[src/rtl/laser_shot_if.sv]
// Signal bundle between the laser stage and its neighbours (ship, alien block,
// pixel compositor). The slave side is the laser stage itself.
interface laser_shot_if;
   logic       fire;
   logic       frameTick;
   logic       hit;
   logic [9:0] gunPosition;
   logic [9:0] hPos;
   logic [9:0] vPos;
   logic [9:0] laserX;
   logic [9:0] laserY;
   logic       active;
   logic [2:0] color;
   logic [1:0] dbg_state;

   // No valid/ready handshake here: every input is sampled on each clk edge,
   // frameTick is a one-cycle strobe, and every output is a registered level.
   modport slave (
      input  fire, frameTick, hit, gunPosition, hPos, vPos,
      output laserX, laserY, active, color, dbg_state
   );

   modport master (
      output fire, frameTick, hit, gunPosition, hPos, vPos,
      input  laserX, laserY, active, color, dbg_state
   );
endinterface

[src/rtl/laser_shot.sv]
// Player laser: launches one shot from the gun muzzle on a fire press, climbs
// once per frame tick, retires on a hit or at the screen edge, then cools down.
module laser_shot #(
   parameter int       SCREEN_HEIGHT   = 480,
   parameter int       V_OFFSET        = 10,
   parameter int       SHIP_HEIGHT     = 30,
   parameter int       LASER_WIDTH     = 4,
   parameter int       LASER_HEIGHT    = 12,
   parameter int       LASER_STEP      = 8,
   parameter int       COOLDOWN_FRAMES = 10,
   parameter logic [2:0] LASER         = 3'd6,
   parameter logic [2:0] NONE          = 3'd7
) (
   input  logic        clk,
   input  logic        reset,
   laser_shot_if.slave bus
);

   localparam logic [1:0] ST_IDLE     = 2'd0;
   localparam logic [1:0] ST_FLYING   = 2'd1;
   localparam logic [1:0] ST_COOLDOWN = 2'd2;

   localparam int CW = $clog2(COOLDOWN_FRAMES + 1);

   localparam logic [9:0]    SPAWN_Y  = 10'(V_OFFSET + SHIP_HEIGHT);
   localparam logic [9:0]    STEP_10  = 10'(LASER_STEP);
   localparam logic [10:0]   STEP_11  = 11'(LASER_STEP);
   localparam logic [10:0]   HEIGHT   = 11'(LASER_HEIGHT);
   localparam logic [10:0]   EDGE_Y   = 11'(SCREEN_HEIGHT - V_OFFSET);
   localparam logic [10:0]   HALF_W   = 11'(LASER_WIDTH / 2);
   localparam logic [CW-1:0] CD_LOAD  = CW'(COOLDOWN_FRAMES);
   localparam logic [CW-1:0] CD_ONE   = CW'(1);

   logic [1:0]    state_q, state_d;
   logic          fire_q;
   logic [CW-1:0] cnt_q, cnt_d;
   logic [9:0]    x_q, x_d;
   logic [9:0]    y_q, y_d;
   logic          active_q, active_d;
   logic [2:0]    color_q, color_d;

   logic          fire_edge;
   logic [10:0]   y_ext;
   logic          edge_exit;

   assign fire_edge = bus.fire & ~fire_q;
   assign y_ext     = {1'b0, y_q};
   // 11-bit sum so the look-ahead past the bottom margin cannot wrap.
   assign edge_exit = (y_ext + STEP_11 + HEIGHT) > EDGE_Y;

   always_comb begin
      state_d = state_q;
      cnt_d   = cnt_q;
      x_d     = x_q;
      y_d     = y_q;
      case (state_q)
         ST_IDLE: begin
            if (fire_edge) begin
               x_d     = bus.gunPosition;
               y_d     = SPAWN_Y;
               state_d = ST_FLYING;
            end
         end
         ST_FLYING: begin
            // A hit outranks the frame tick; coordinates freeze on retirement.
            if (bus.hit || (bus.frameTick && edge_exit)) begin
               cnt_d   = CD_LOAD;
               state_d = ST_COOLDOWN;
            end else if (bus.frameTick) begin
               y_d = y_q + STEP_10;
            end
         end
         ST_COOLDOWN: begin
            if (bus.frameTick) begin
               cnt_d = cnt_q - CD_ONE;
               if (cnt_q == CD_ONE) begin
                  state_d = ST_IDLE;
               end
            end
         end
         default: begin
            state_d = ST_IDLE;
         end
      endcase
   end

   assign active_d = (state_d == ST_FLYING);

   logic signed [11:0] left_s;
   logic signed [11:0] h_s;
   logic [10:0]        right_ext;
   logic [10:0]        bottom_ext;
   logic               in_h;
   logic               in_v;

   // Left bound is signed so a laser near x=0 clips instead of wrapping high.
   assign left_s     = $signed({1'b0, x_q, 1'b0} >> 1) - $signed({1'b0, HALF_W});
   assign h_s        = $signed({2'b00, bus.hPos});
   assign right_ext  = {1'b0, x_q} + HALF_W;
   assign bottom_ext = y_ext + HEIGHT;
   assign in_h       = (h_s >= left_s) && ({1'b0, bus.hPos} < right_ext);
   assign in_v       = ({1'b0, bus.vPos} >= y_ext) && ({1'b0, bus.vPos} < bottom_ext);

   always_comb begin
      color_d = NONE;
      if ((state_q == ST_FLYING) && in_h && in_v) begin
         color_d = LASER;
      end
   end

   always_ff @(posedge clk) begin
      if (reset) begin
         state_q  <= ST_IDLE;
         fire_q   <= 1'b0;
         cnt_q    <= '0;
         x_q      <= '0;
         y_q      <= '0;
         active_q <= 1'b0;
         color_q  <= NONE;
      end else begin
         state_q  <= state_d;
         fire_q   <= bus.fire;
         cnt_q    <= cnt_d;
         x_q      <= x_d;
         y_q      <= y_d;
         active_q <= active_d;
         color_q  <= color_d;
      end
   end

   assign bus.laserX    = x_q;
   assign bus.laserY    = y_q;
   assign bus.active    = active_q;
   assign bus.color     = color_q;
   assign bus.dbg_state = state_q;

endmodule

[src/flat_wrapper.sv]
// flat-port wrapper written by rule: the top's interface ports become plain ports
module laser_shot_flat 
#(
   parameter int       SCREEN_HEIGHT   = 480,
   parameter int       V_OFFSET        = 10,
   parameter int       SHIP_HEIGHT     = 30,
   parameter int       LASER_WIDTH     = 4,
   parameter int       LASER_HEIGHT    = 12,
   parameter int       LASER_STEP      = 8,
   parameter int       COOLDOWN_FRAMES = 10,
   parameter logic [2:0] LASER         = 3'd6,
   parameter logic [2:0] NONE          = 3'd7
)
  (clk, reset, bus_fire, bus_frameTick, bus_hit, bus_gunPosition, bus_hPos, bus_vPos, bus_laserX, bus_laserY, bus_active, bus_color, bus_dbg_state);
  laser_shot_if bus_i ();
  input  logic clk;
  input  logic reset;
  input wire logic [$bits(bus_i.fire)-1:0] bus_fire;
  input wire logic [$bits(bus_i.frameTick)-1:0] bus_frameTick;
  input wire logic [$bits(bus_i.hit)-1:0] bus_hit;
  input wire logic [$bits(bus_i.gunPosition)-1:0] bus_gunPosition;
  input wire logic [$bits(bus_i.hPos)-1:0] bus_hPos;
  input wire logic [$bits(bus_i.vPos)-1:0] bus_vPos;
  output wire logic [$bits(bus_i.laserX)-1:0] bus_laserX;
  output wire logic [$bits(bus_i.laserY)-1:0] bus_laserY;
  output wire logic [$bits(bus_i.active)-1:0] bus_active;
  output wire logic [$bits(bus_i.color)-1:0] bus_color;
  output wire logic [$bits(bus_i.dbg_state)-1:0] bus_dbg_state;
  assign bus_i.fire = bus_fire;
  assign bus_i.frameTick = bus_frameTick;
  assign bus_i.hit = bus_hit;
  assign bus_i.gunPosition = bus_gunPosition;
  assign bus_i.hPos = bus_hPos;
  assign bus_i.vPos = bus_vPos;
  assign bus_laserX = bus_i.laserX;
  assign bus_laserY = bus_i.laserY;
  assign bus_active = bus_i.active;
  assign bus_color = bus_i.color;
  assign bus_dbg_state = bus_i.dbg_state;
  laser_shot #(.SCREEN_HEIGHT(SCREEN_HEIGHT), .V_OFFSET(V_OFFSET), .SHIP_HEIGHT(SHIP_HEIGHT), .LASER_WIDTH(LASER_WIDTH), .LASER_HEIGHT(LASER_HEIGHT), .LASER_STEP(LASER_STEP), .COOLDOWN_FRAMES(COOLDOWN_FRAMES), .LASER(LASER), .NONE(NONE)) u_core (.clk(clk), .reset(reset), .bus(bus_i));
endmodule
[config.mk]
export PLATFORM = sky130hd
export DESIGN_NAME = laser_shot_flat
export DESIGN_NICKNAME = d
export VERILOG_FILES = /design/src/rtl/laser_shot_if.sv /design/src/rtl/laser_shot.sv /design/src/flat_wrapper.sv
export SDC_FILE = /design/constraint.sdc
export NUM_CORES = 1
export LEC_CHECK = 0
export ABC_CLOCK_PERIOD_IN_PS = 2900
export BUFFER_PORTS_ARGS = -buffer_cell sky130_fd_sc_hd__buf_4
export CAP_MARGIN = 10
export CELL_PAD_IN_SITES_DETAIL_PLACEMENT = 2
export CELL_PAD_IN_SITES_GLOBAL_PLACEMENT = 2
export CORE_MARGIN = 10
export CORE_UTILIZATION = 30
export DETAILED_ROUTE_END_ITERATION = 7
export GPL_TIMING_DRIVEN = 0
export HOLD_SLACK_MARGIN = 0.05
export PLACE_DENSITY_LB_ADDON = 0.1
export SYNTH_ARGS = -nofsm -noshare
export SYNTH_HDL_FRONTEND = slang
export SYNTH_SLANG_ARGS = --single-unit
[constraint.sdc]
create_clock -name clk -period 2.9 [get_ports clk]
set_clock_uncertainty 0.05 [all_clocks]
set_input_delay 0.435 -clock clk [delete_from_list [all_inputs] [get_ports clk]]
set_output_delay 0.435 -clock clk [all_outputs]
set_load 0.005 [all_outputs]
==> out/qor.yml <==
grt:
  grt_antenna_before_repair: 0
  gr-total-overflow: 0
  grt_pass1_vias: 2393
  grtUsageTotal_pct: 12.38
  grt_max_degree: 16
  grt_pass1_wl_um: 11690
final_layout:
  stdcell_count: 434
  final_area_um2: 2815
  fillers: 870
  syn_to_final_growth_pct: 27.70
  nNetsFinal: 410
  finalCoreUtilization_pct: 39.02
  regArea_um2: 520.5
  multi_input_area_um2: 1577
  diodes: 0
  drive_gt1_share_pct: 21.49
timing:
  finalHoldViolCount: 0
  fin_hold_ws_ns: 0.3408
  slew_violations: 0
  fin_crit_sh_pct: 91.22
  relSlewSlack_pct: 51.66
  rsz0062_at_grt: "no"
  tns_ns: 0
  min_period_ns: 2.645
  tightest_slew_ns: 0.7069
  setup_viol: 0
  fmax_mhz: 378.0
synthesis:
  synthFlopType: "dfxtp_1"
  syn_avg_cell_area_um2: 7.988
  synth.distinct_cells: 44
  yosysTopAreaCellShare_pct: 23.61
  yosysWarnings: 0
  synth_top_area_cell: "dfxtp_1"
  synth.area.top_cells: "dfxtp_1 24%, ha_1 22%, nand2_1 6.8%, a21oi_1 6.4%, xnor2_1 6.0%"
  ys_ff_latch: 26
  synth_edf_count: 0
  synth_area_um2: 2205
  synthArstFlopShare_pct: 0
  synthCells: 276
  seq_area_frac_synth_pct: 23.61
pwr:
  peakVddDrop_v: 0.0001812
  p_leak_nw: 1.182
  netSwitchingFraction_pct: 31.51
  p_per_area_nw_per_um2: 374.5
  p_sw_uw: 332.2
  comb_power_share_pct: 32.1
  power_frac_clock_pct: 30.1
  pwr-share-seq_pct: 37.9
  p_int_uw: 722.0
min_path:
  hold_class: "primary input to register"
floorplanning:
  core_um2: 7214
  die_x_um: 105.7
  die_area_um2: 11180
  std_cell_rows: 31
  ioPinCount: 61
  start_util_pct: 30.56
  die_y_um: 105.7
cts:
  numCtsBuffers: 3
  htreeDepth: 1
  postCtsSetupBuffers: 0
  cts.sinks: 26
  clk_pin_slew_ns: 0.10
  clk_latency_ns: 0.28
  cts_resized: 0
  clockRootBuffer: "clkbuf_8"
  cts_tree: "built"
  cts_max_path_buffers: 2
  hold_buffers: 0
status:
  outcome: "finished clean"
job:
  maxCapViolCount: 0
critical_path:
  path_class: "register to register"
  required_ns: 3.01
  worstPathArrival_ns: 2.75
  start_kind: "register"
  path_cells: "clkbuf_1 -> and3_1 -> nand3_1 -> nor2_1 -> xnor2_1 -> ha_1 -> nand2_1 -> nor3_1 -> o31a_1 -> o41ai_2 -> o2111ai_1"
  critPathBufInv: 1
  critPathSlowestCell: "o41ai_2"
  worstPathMaxFanout: 8
  max_stage_delay_ns: 0.38
  end_kind: "register"
  crit_family: "simple AND/OR/NAND/NOR gates"
routing:
  routed_wl_um: 6967
  ant_nets: 0
  avgViaCountPerCell: 4.965
  wire_per_inst_um: 16.05
  num_vias: 2155
  first_pass_iters: 4
  drc: 0
  first_iter_violations: 53
place:
  dpl.cell_count: 430
  port_buffers: 52
  placed_area_um2: 2730
  gp_congestion: 0.7887
  place_hpwl_um: 5863
-- cell families after synthesis --
group | share of synthesized area (%)
fa+ha+maj | 22.13
other cells | 0.3406
xor+xnor | 8.343
compound gates | 17.08
flops | 23.61
buf+inv | 6.016
simple gates | 22.47
-- per-stage QoR --
stage / setup WS [ns] / power, mW
2_1_floorplan: 0.6414 / 0.6086
3_3_place_gp: 0.1802 / 0.7343
3_5_place_dp: 0.1559 / 0.7489
4_1_cts: 0.1291 / 1.063
5_1_grt: 0.001131 / 1.128
6_report: 0.2545 / 1.054
-- worst reg2reg max path: stages (launching register included) --
cell and delay, ns:
dfxtp_1 0.37, clkbuf_1 0.29, and3_1 0.20, nand3_1 0.16, nor2_1 0.20, xnor2_1 0.16
ha_1 0.28, nand2_1 0.10, nor3_1 0.06, o31a_1 0.11, o41ai_2 0.38, o2111ai_1 0.16
-- cell usage after synthesis (all sizes together) (2+ instances only) --
cell	number
a2111oi	2
a21o	2
a21oi	29
a31oi	3
and3	3
buf	6
clkbuf	9
conb	2
dfxtp	26
ha	39
inv	15
nand2	40
nand2b	4
nand3	9
nor2	14
nor2b	6
nor3	8
nor4	3
nor4b	2
o2111ai	3
o21ai	10
o41ai	2
or3	4
xnor2	15
xor2	6
-- cells in the final DEF (no fill, tap or decap), types with 9 or more instances in the layout --
| cell | count |
|---|---|
| nand3_1 | 9 |
| o21ai_0 | 10 |
| clkbuf_1 | 9 |
| nand2_1 | 40 |
| dfxtp_1 | 26 |
| inv_1 | 15 |
| xnor2_1 | 15 |
| nor2_1 | 14 |
| ha_1 | 39 |
| buf_4 | 57 |
| a21oi_1 | 28 |
-- power groups by stage --
| stage | clock network, mW | logic (mW) | registers, mW |
|---|---|---|---|
| after detailed placement | 0 | 0.341 | 0.408 |
| after global placement | 0 | 0.327 | 0.407 |
| after floorplan | 0 | 0.206 | 0.403 |
| after global routing | 0.333 | 0.390 | 0.404 |
| final | 0.317 | 0.338 | 0.399 |
| after CTS | 0.320 | 0.344 | 0.400 |
-- worst paths after layout --
| kind | start | end | slack [ns] | cells past startpoint |
|---|---|---|---|---|
| setup / recovery | u_core.bus.laserX[5] | u_core.bus.color[0] | 0.25 | 11 |
| hold / removal | bus_gunPosition[1] | u_core.bus.laserX[1] | 0.34 | 3 |
| setup reg to reg | u_core.bus.laserX[5] | u_core.bus.color[0] | 0.25 | 11 |
| hold reg to reg | u_core.bus.laserX[0] | u_core.bus.laserX[0] | 0.45 | 2 |
-- layer usage --
layer	vias up	global-route usage, %	part of all wire (%)	routed length (um)
met5	-	0	0	0
met4	0	2.901	0.83	58
met3	5	1.766	3.1	217
met2	34	23.81	54	3748
met1	1046	13.84	42	2942
li1	1070	-	-	-
-- registers in the layout, indices dropped and copies added (netlist names) --
| signal | count |
|---|---|
| u_core.bus.dbg_state | 2 |
| u_core.bus.color | 1 |
| u_core.bus.laserY | 7 |
| u_core.bus.laserX | 10 |
| u_core.cnt_q | 4 |
| u_core.bus.active | 1 |
| u_core.fire_q | 1 |
-- area by class of cell --
class                           instances  share of cell area [%]
Multi-Input combinational cell        223                   56.00
Sequential cell                        26                   18.49
Timing Repair Buffer                   52                   13.87
Tap cell                               99                   4.400
Buffer                                 15                   2.711
Inverter                               15                   2.000
Clock buffer                            3                   1.467
Clock inverter                          1                   1.067
No activity file was read; power rests on OpenSTA's default activity.
